**src/rtl/bin_pkg.sv**
```systemverilog
// Shared defaults and types for the FFT bin counter.
package bin_pkg;

  localparam longint unsigned NUM_BINS_DEFAULT = 64'd4096;
  localparam int              CNT_W_DEFAULT    = 32;
  localparam int              FRAME_W_DEFAULT  = 32;

  typedef logic [CNT_W_DEFAULT-1:0] bin_idx_t;

endpackage

```
**src/rtl/bin_counter.sv**
```systemverilog
// Tags each accepted FFT output sample with its bin index and counts completed frames.
module bin_counter
  import bin_pkg::*;
#(
  parameter longint unsigned NUM_BINS = NUM_BINS_DEFAULT,
  parameter int              CNT_W    = CNT_W_DEFAULT,
  parameter int              FRAME_W  = FRAME_W_DEFAULT
) (
  input  logic               clk,
  input  logic               areset_n,
  input  logic               fft_valid,
  output logic [CNT_W-1:0]   bin_num,
  output logic               bin_valid,
  output logic               first_bin,
  output logic               last_bin,
  output logic [FRAME_W-1:0] frame_cnt
);

  // Explicit compare rather than a mask so non-power-of-two frame sizes wrap correctly.
  localparam logic [CNT_W-1:0] LAST_IDX = CNT_W'(NUM_BINS - 64'd1);

  logic [CNT_W-1:0] idx;

  always_ff @(posedge clk) begin
    if (!areset_n) begin
      idx       <= '0;
      bin_num   <= '0;
      bin_valid <= 1'b0;
      first_bin <= 1'b0;
      last_bin  <= 1'b0;
      frame_cnt <= '0;
    end else if (fft_valid) begin
      bin_num   <= idx;
      bin_valid <= 1'b1;
      first_bin <= (idx == '0);
      last_bin  <= (idx == LAST_IDX);
      if (idx == LAST_IDX) begin
        idx       <= '0;
        frame_cnt <= frame_cnt + FRAME_W'(1);
      end else begin
        idx <= idx + CNT_W'(1);
      end
    end else begin
      bin_valid <= 1'b0;
      first_bin <= 1'b0;
      last_bin  <= 1'b0;
    end
  end

endmodule

```
**config.mk**
```make
export PLATFORM = sky130hd
export DESIGN_NAME = bin_counter
export DESIGN_NICKNAME = d
export VERILOG_FILES = /design/src/rtl/bin_pkg.sv /design/src/rtl/bin_counter.sv
export SDC_FILE = /design/constraint.sdc
export NUM_CORES = 1
export LEC_CHECK = 0
export ABC_AREA = 1
export ABC_CLOCK_PERIOD_IN_PS = 2100
export CORE_MARGIN = 3
export CORE_UTILIZATION = 45
export CTS_BUF_LIST = sky130_fd_sc_hd__clkbuf_8
export CTS_CLUSTER_DIAMETER = 100
export DETAILED_ROUTE_END_ITERATION = 8
export PLACE_DENSITY = 0.68
export SLEW_MARGIN = 30
export SYNTH_ARGS = -nofsm -noshare
export SYNTH_HDL_FRONTEND = slang
export SYNTH_SLANG_ARGS = --single-unit
```
**constraint.sdc**
```tcl
create_clock -name clk -period 2.1 [get_ports clk]
set_clock_uncertainty 0.05 [all_clocks]
set_input_delay 0.525 -clock clk [delete_from_list [all_inputs] [get_ports clk]]
set_output_delay 0.525 -clock clk [all_outputs]
set_load 0.01 [all_outputs]
```
==> flow_metrics.tcl, run 1 <==
set metrics [dict create \
    setup_viol 0 \
    clkSinkCount 99 \
    drtIter0Drc 369 \
    post-place-cells 998 \
    die-height_um 113 \
    avgSynthCellArea_um2 6.51 \
    preCtsSetupSlack_ps 138 \
    status "finished, final reports clean" \
    slew-limit-headroom_pct 66.6 \
    yosysTopAreaCell "dfxtp_1" \
    tightest_slew_ps 500 \
    start_kind "register" \
    portBuffers 69 \
    grt_antenna_before_repair 0 \
    cellPowerDensity_nw_per_um2 522 \
    worstSetupPathType "reg2out" \
    cp.required_ps 1520 \
    final_area_um2 6240 \
    die_area_um2 12800 \
    max_stage_delay_ps 590 \
    clk_pin_slew_ps 90 \
    cts_buffer_depth 2 \
    worstPathCellList "clkdlybuf4s50_1" \
    finish.utilization_pct 56.6 \
    wl_per_cell_um 13.5 \
    core_um2 11000 \
    antenna_cells 0 \
    num_vias 5133 \
    grt_pass1_wl_um 23300 \
    final_layout_size_suffix_gt1_share_pct 6.98 \
    rsz0062_at_grt "false" \
    cts-htree-levels 3 \
    syn-instance-count 791 \
    initial_utilization_pct 46.7 \
    path_max_fanout 5 \
    finalHoldViolations 0 \
    syn_area_um2 5150 \
    ys_ff_latch 99 \
    fin_crit_sh_pct 96.0 \
    arrival_ps 1440 \
    cts_made_buffers 9 \
    ctsHoldBuffers 0 \
    cts_setup_buffers 0 \
    fin_tns_setup_ps 0 \
    finalMaxSlewViolations 0 \
    slowest_stage "clkdlybuf4s50_1" \
    worstHoldPathType "reg2reg" \
    drc 0 \
    mostFrequentLayoutCells "nand2_1 (234), nor2_1 (142), dfxtp_1 (99)" \
    layout_commonest_cell "nand2_1" \
    grt_use_total_pct 22.3 \
    dpl-instance-area_um2 6060 \
    final_cells 1014 \
    synth_cell_types 29 \
    yosysTopAreaCellShare_pct 38.5 \
    yosysWarningCount 0 \
    via_per_inst 5.06 \
    dr.pass1.iters 5 \
    dp_hpwl_um 10300 \
    antenna_left 0 \
    max-vdd-ir-drop_uv 364 \
    gp_congestion 0.937 \
    leakage_nw 2.26 \
    fp.dieW_um 113 \
    ys_seq_area_share_pct 38.5 \
    path_buf_inv 1 \
    cts_tree "done" \
    fmax_mhz 496 \
    n_fill_cell 1132 \
    grt_pass1_vias 4942 \
    worstSkewPairLatency_ps 380 \
    max_cap_viol_count 0 \
    fin_ws_ps 84.8 \
    rows 38 \
    yosys-top-cells-area "dfxtp_1 (38%), nand2_1 (17%), nor2_1 (10%)" \
    wirelength_um 13700 \
    syn_nets 797 \
    grt_start_max_net_pins 44 \
    syn_to_final_growth_pct 21.2 \
    grt_overflow 0 \
    cts_resized 0 \
    worstSetupEndpointType "output pin" \
    cts_root_buffer "clkbuf_8" \
    critPathTopFamily "buffers and inverters" \
    final_nets 875 \
    period_needed_ps 2020 \
    ios 70 \
]
-- cell type report --
type,instances,area (um^2),area share [%]
Inverter,80,300,4.81
Clock buffer,10,138,2.21
Tap cell,140,175,2.81
Sequential cell,99,1980,31.8
Timing Repair Buffer,88,841,13.5
Clock inverter,6,33.8,0.542
Multi-Input combinational cell,591,2770,44.4
-- kinds of logic after synthesis --
group / Yosys count / synth area share [%]
adder cells (fa/ha/maj): 3 / 0.729
flip-flops: 99 / 38.5
AO/OA/AOI/OAI: 88 / 9.40
XOR/XNOR: 30 / 5.10
AND/OR/NAND/NOR: 470 / 38.4
buffers and inverters: 101 / 7.87
-- cell usage after synthesis, drive strengths merged --
master / instances
nand2: 239
nor2: 152
dfxtp: 99
inv: 80
a21oi: 54
nand3: 53
o21ai: 30
xor2: 24
nor3: 14
clkbuf: 12
nand4: 10
buf: 9
xnor2: 6
a211oi: 4
ha: 3
nand3b: 1
nor4: 1
-- worst paths after layout --
check	from	endpoint	slack, ps	depth (start not counted)
hold / removal	bin_num[2]	bin_num[2]	440	2
hold reg to reg	bin_num[2]	bin_num[2]	440	2
setup / recovery	frame_cnt[7]	frame_cnt[7]	80	1
setup reg to reg	frame_cnt[1]	frame_cnt[14]	190	8
-- flip-flops by register name, indices dropped and copies added (netlist names) --
register,flops
bin_num,32
bin_valid,1
first_bin,1
frame_cnt,32
idx,32
last_bin,1
-- power by group --
part | switching [mW] | internal, mW | total (mW) | leakage, nW
sequential | 0.0187 | 1.91 | 1.93 | 0.804
clock | 0.669 | 0.453 | 1.12 | 0.0946
combinational | 0.115 | 0.0888 | 0.204 | 1.36
total | 0.803 | 2.45 | 3.26 | 2.26
-- through the flow --
step / hold WS (ps) / power [mW]
2_1_floorplan: 412 / 2.07
3_3_place_gp: 408 / 2.17
3_5_place_dp: 425 / 2.18
4_1_cts: 436 / 3.29
5_1_grt: 460 / 3.37
6_report: 435 / 3.26
-- layer usage --
metal	share of wire [%]	global-route usage, %	vias up
li1	-	-	2651
met1	48	29.4	2343
met2	46	37.2	119
met3	4.6	3.32	20
met4	1.8	8.09	0
met5	0	0	-
Power figures use the tool's default switching activity.
==> run 2: changes to the inputs <==
--- a/config.mk
+++ b/config.mk
@@ -14,5 +14,5 @@
 export DETAILED_ROUTE_END_ITERATION = 8
 export PLACE_DENSITY = 0.68
-export SLEW_MARGIN = 30
+export SLEW_MARGIN = 25
 export SYNTH_ARGS = -nofsm -noshare
 export SYNTH_HDL_FRONTEND = slang
--- a/constraint.sdc
+++ b/constraint.sdc
@@ -3,3 +3,3 @@
 set_input_delay 0.525 -clock clk [delete_from_list [all_inputs] [get_ports clk]]
 set_output_delay 0.525 -clock clk [all_outputs]
-set_load 0.01 [all_outputs]
+set_load 0.02 [all_outputs]
==> run 2 against run 1 <==
Against the previous run: largest power group unchanged; die area unchanged; power rose by 1.2%; worst setup slack worse by 28 ps; critical path depth stayed put; maximum frequency shrank 1.3%; highest routed layer unchanged.
==> flow_metrics.tcl, run 2 (same netlist as run 1, synthesis figures left out) <==
set metrics [dict create \
    status "finished, final reports clean" \
    ctsHoldBuffers 0 \
    finalHoldViolations 0 \
    wl_per_cell_um 13.6 \
    via_per_inst 5.06 \
    mostFrequentLayoutCells "nand2_1 (234), nor2_1 (142), dfxtp_1 (99)" \
    portBuffers 69 \
    die-height_um 113 \
    dr.pass1.iters 5 \
    rows 38 \
    max_stage_delay_ps 650 \
    fin_tns_setup_ps 0 \
    num_vias 5153 \
    fmax_mhz 490 \
    cts_buffer_depth 2 \
    worstHoldPathType "reg2reg" \
    grt_start_max_net_pins 44 \
    tightest_slew_ps 478 \
    path_buf_inv 1 \
    slew-limit-headroom_pct 68.1 \
    grt_busiest_layer "met2" \
    finalPower_mw 3.30 \
    max-vdd-ir-drop_uv 305 \
    drc 0 \
    final_nets 879 \
    grt_util_met1_pct 29.7 \
    fin_crit_sh_pct 97.3 \
    antenna_left 0 \
    path_max_fanout 5 \
    layout_commonest_cell "nand2_1" \
    gp_congestion 0.937 \
    cts_made_buffers 9 \
    met2_usage_pct 35.7 \
    ios 70 \
    die_area_um2 12800 \
    clk_pin_slew_ps 90 \
    drtIter0Drc 373 \
    slowest_stage "clkdlybuf4s50_1" \
    cellPowerDensity_nw_per_um2 522 \
    grt_use_total_pct 22.2 \
    finalMaxSlewViolations 0 \
    clkSinkCount 99 \
    cp.required_ps 1520 \
    n_fill_cell 1070 \
    setup_viol 0 \
    worstSetupPathType "reg2out" \
    max_cap_viol_count 0 \
    worstSkewPairLatency_ps 380 \
    dp_hpwl_um 10300 \
    cts-htree-levels 3 \
    rsz0062_at_grt "false" \
    cts_setup_buffers 0 \
    period_needed_ps 2040 \
    arrival_ps 1470 \
    antenna_cells 0 \
    seq_area_um2 1980 \
    worstSetupEndpointType "output pin" \
    grt_pass1_wl_um 23000 \
    grt_overflow 0 \
    cts_tree "done" \
    leakage_nw 2.52 \
    grt_antenna_before_repair 0 \
    cts_root_buffer "clkbuf_8" \
    cts_resized 0 \
    grt_pass1_vias 4784 \
    fp.dieW_um 113 \
    critPathTopFamily "buffers and inverters" \
    core_um2 11000 \
    multi_input_area_um2 2780 \
    wirelength_um 13900 \
    grtUsageMet3_pct 3.96 \
    syn_to_final_growth_pct 22.6 \
    worstPathCellList "clkdlybuf4s50_1" \
    reg_top3 "bin_num (32), frame_cnt (32), idx (32)" \
    final_layout_size_suffix_gt1_share_pct 7.52 \
    initial_utilization_pct 46.7 \
    start_kind "register" \
]
-- run 2: cell types whose count changed in the layout (fill, tap and decap cells not counted), sizes merged --
cell and delta:
clkinvlp +1, dlymetal6s2s +13, buf +3, clkdlybuf4s50 -13, nor2 +1, inv -1
clkinv -1, clkbuf +1
-- run 2: cell type report --
type / instances / area share, %
Inverter: 80 / 4.76
Multi-Input combinational cell: 592 / 44.0
Clock inverter: 5 / 0.456
Tap cell: 140 / 2.77
Sequential cell: 99 / 31.4
Timing Repair Buffer: 91 / 14.2
Clock buffer: 11 / 2.40
-- run 2: worst paths after layout --
| kind | from | end | slack, ps | cells past startpoint |
|---|---|---|---|---|
| setup / recovery | frame_cnt[9] | frame_cnt[9] | 60 | 1 |
| hold / removal | bin_num[2] | bin_num[2] | 440 | 2 |
| setup reg to reg | frame_cnt[1] | frame_cnt[14] | 170 | 8 |
| hold reg to reg | bin_num[2] | bin_num[2] | 440 | 2 |
-- run 2: through the flow --
stage               std cells  cell area [um^2]  utilization, %  hold slack, ps  setup WS [ps]
floorplan                 791              5150               -             412            445
global placement         1001              6080            55.1             404            195
detailed placement       1001              6080            55.1             416           88.7
CTS                      1017              6260            56.8             436           5.03
global route             1018              6310            57.2             458          0.758
finish                   1018              6310            57.2             438           57.2
-- run 2: per-layer routing --
layer / wire [um] / vias to the layer above
met5: 0 / -
met4: 282 / 0
met3: 757 / 21
met2: 6410 / 134
met1: 6440 / 2342
li1: - / 2656
-- run 2: report_power, final --
part | total, mW | switching (mW) | internal [mW] | leakage (nW)
clock network | 1.14 | 0.649 | 0.487 | 0.0925
logic | 0.231 | 0.140 | 0.0914 | 1.62
registers | 1.93 | 0.0186 | 1.91 | 0.804
total | 3.30 | 0.807 | 2.49 | 2.52
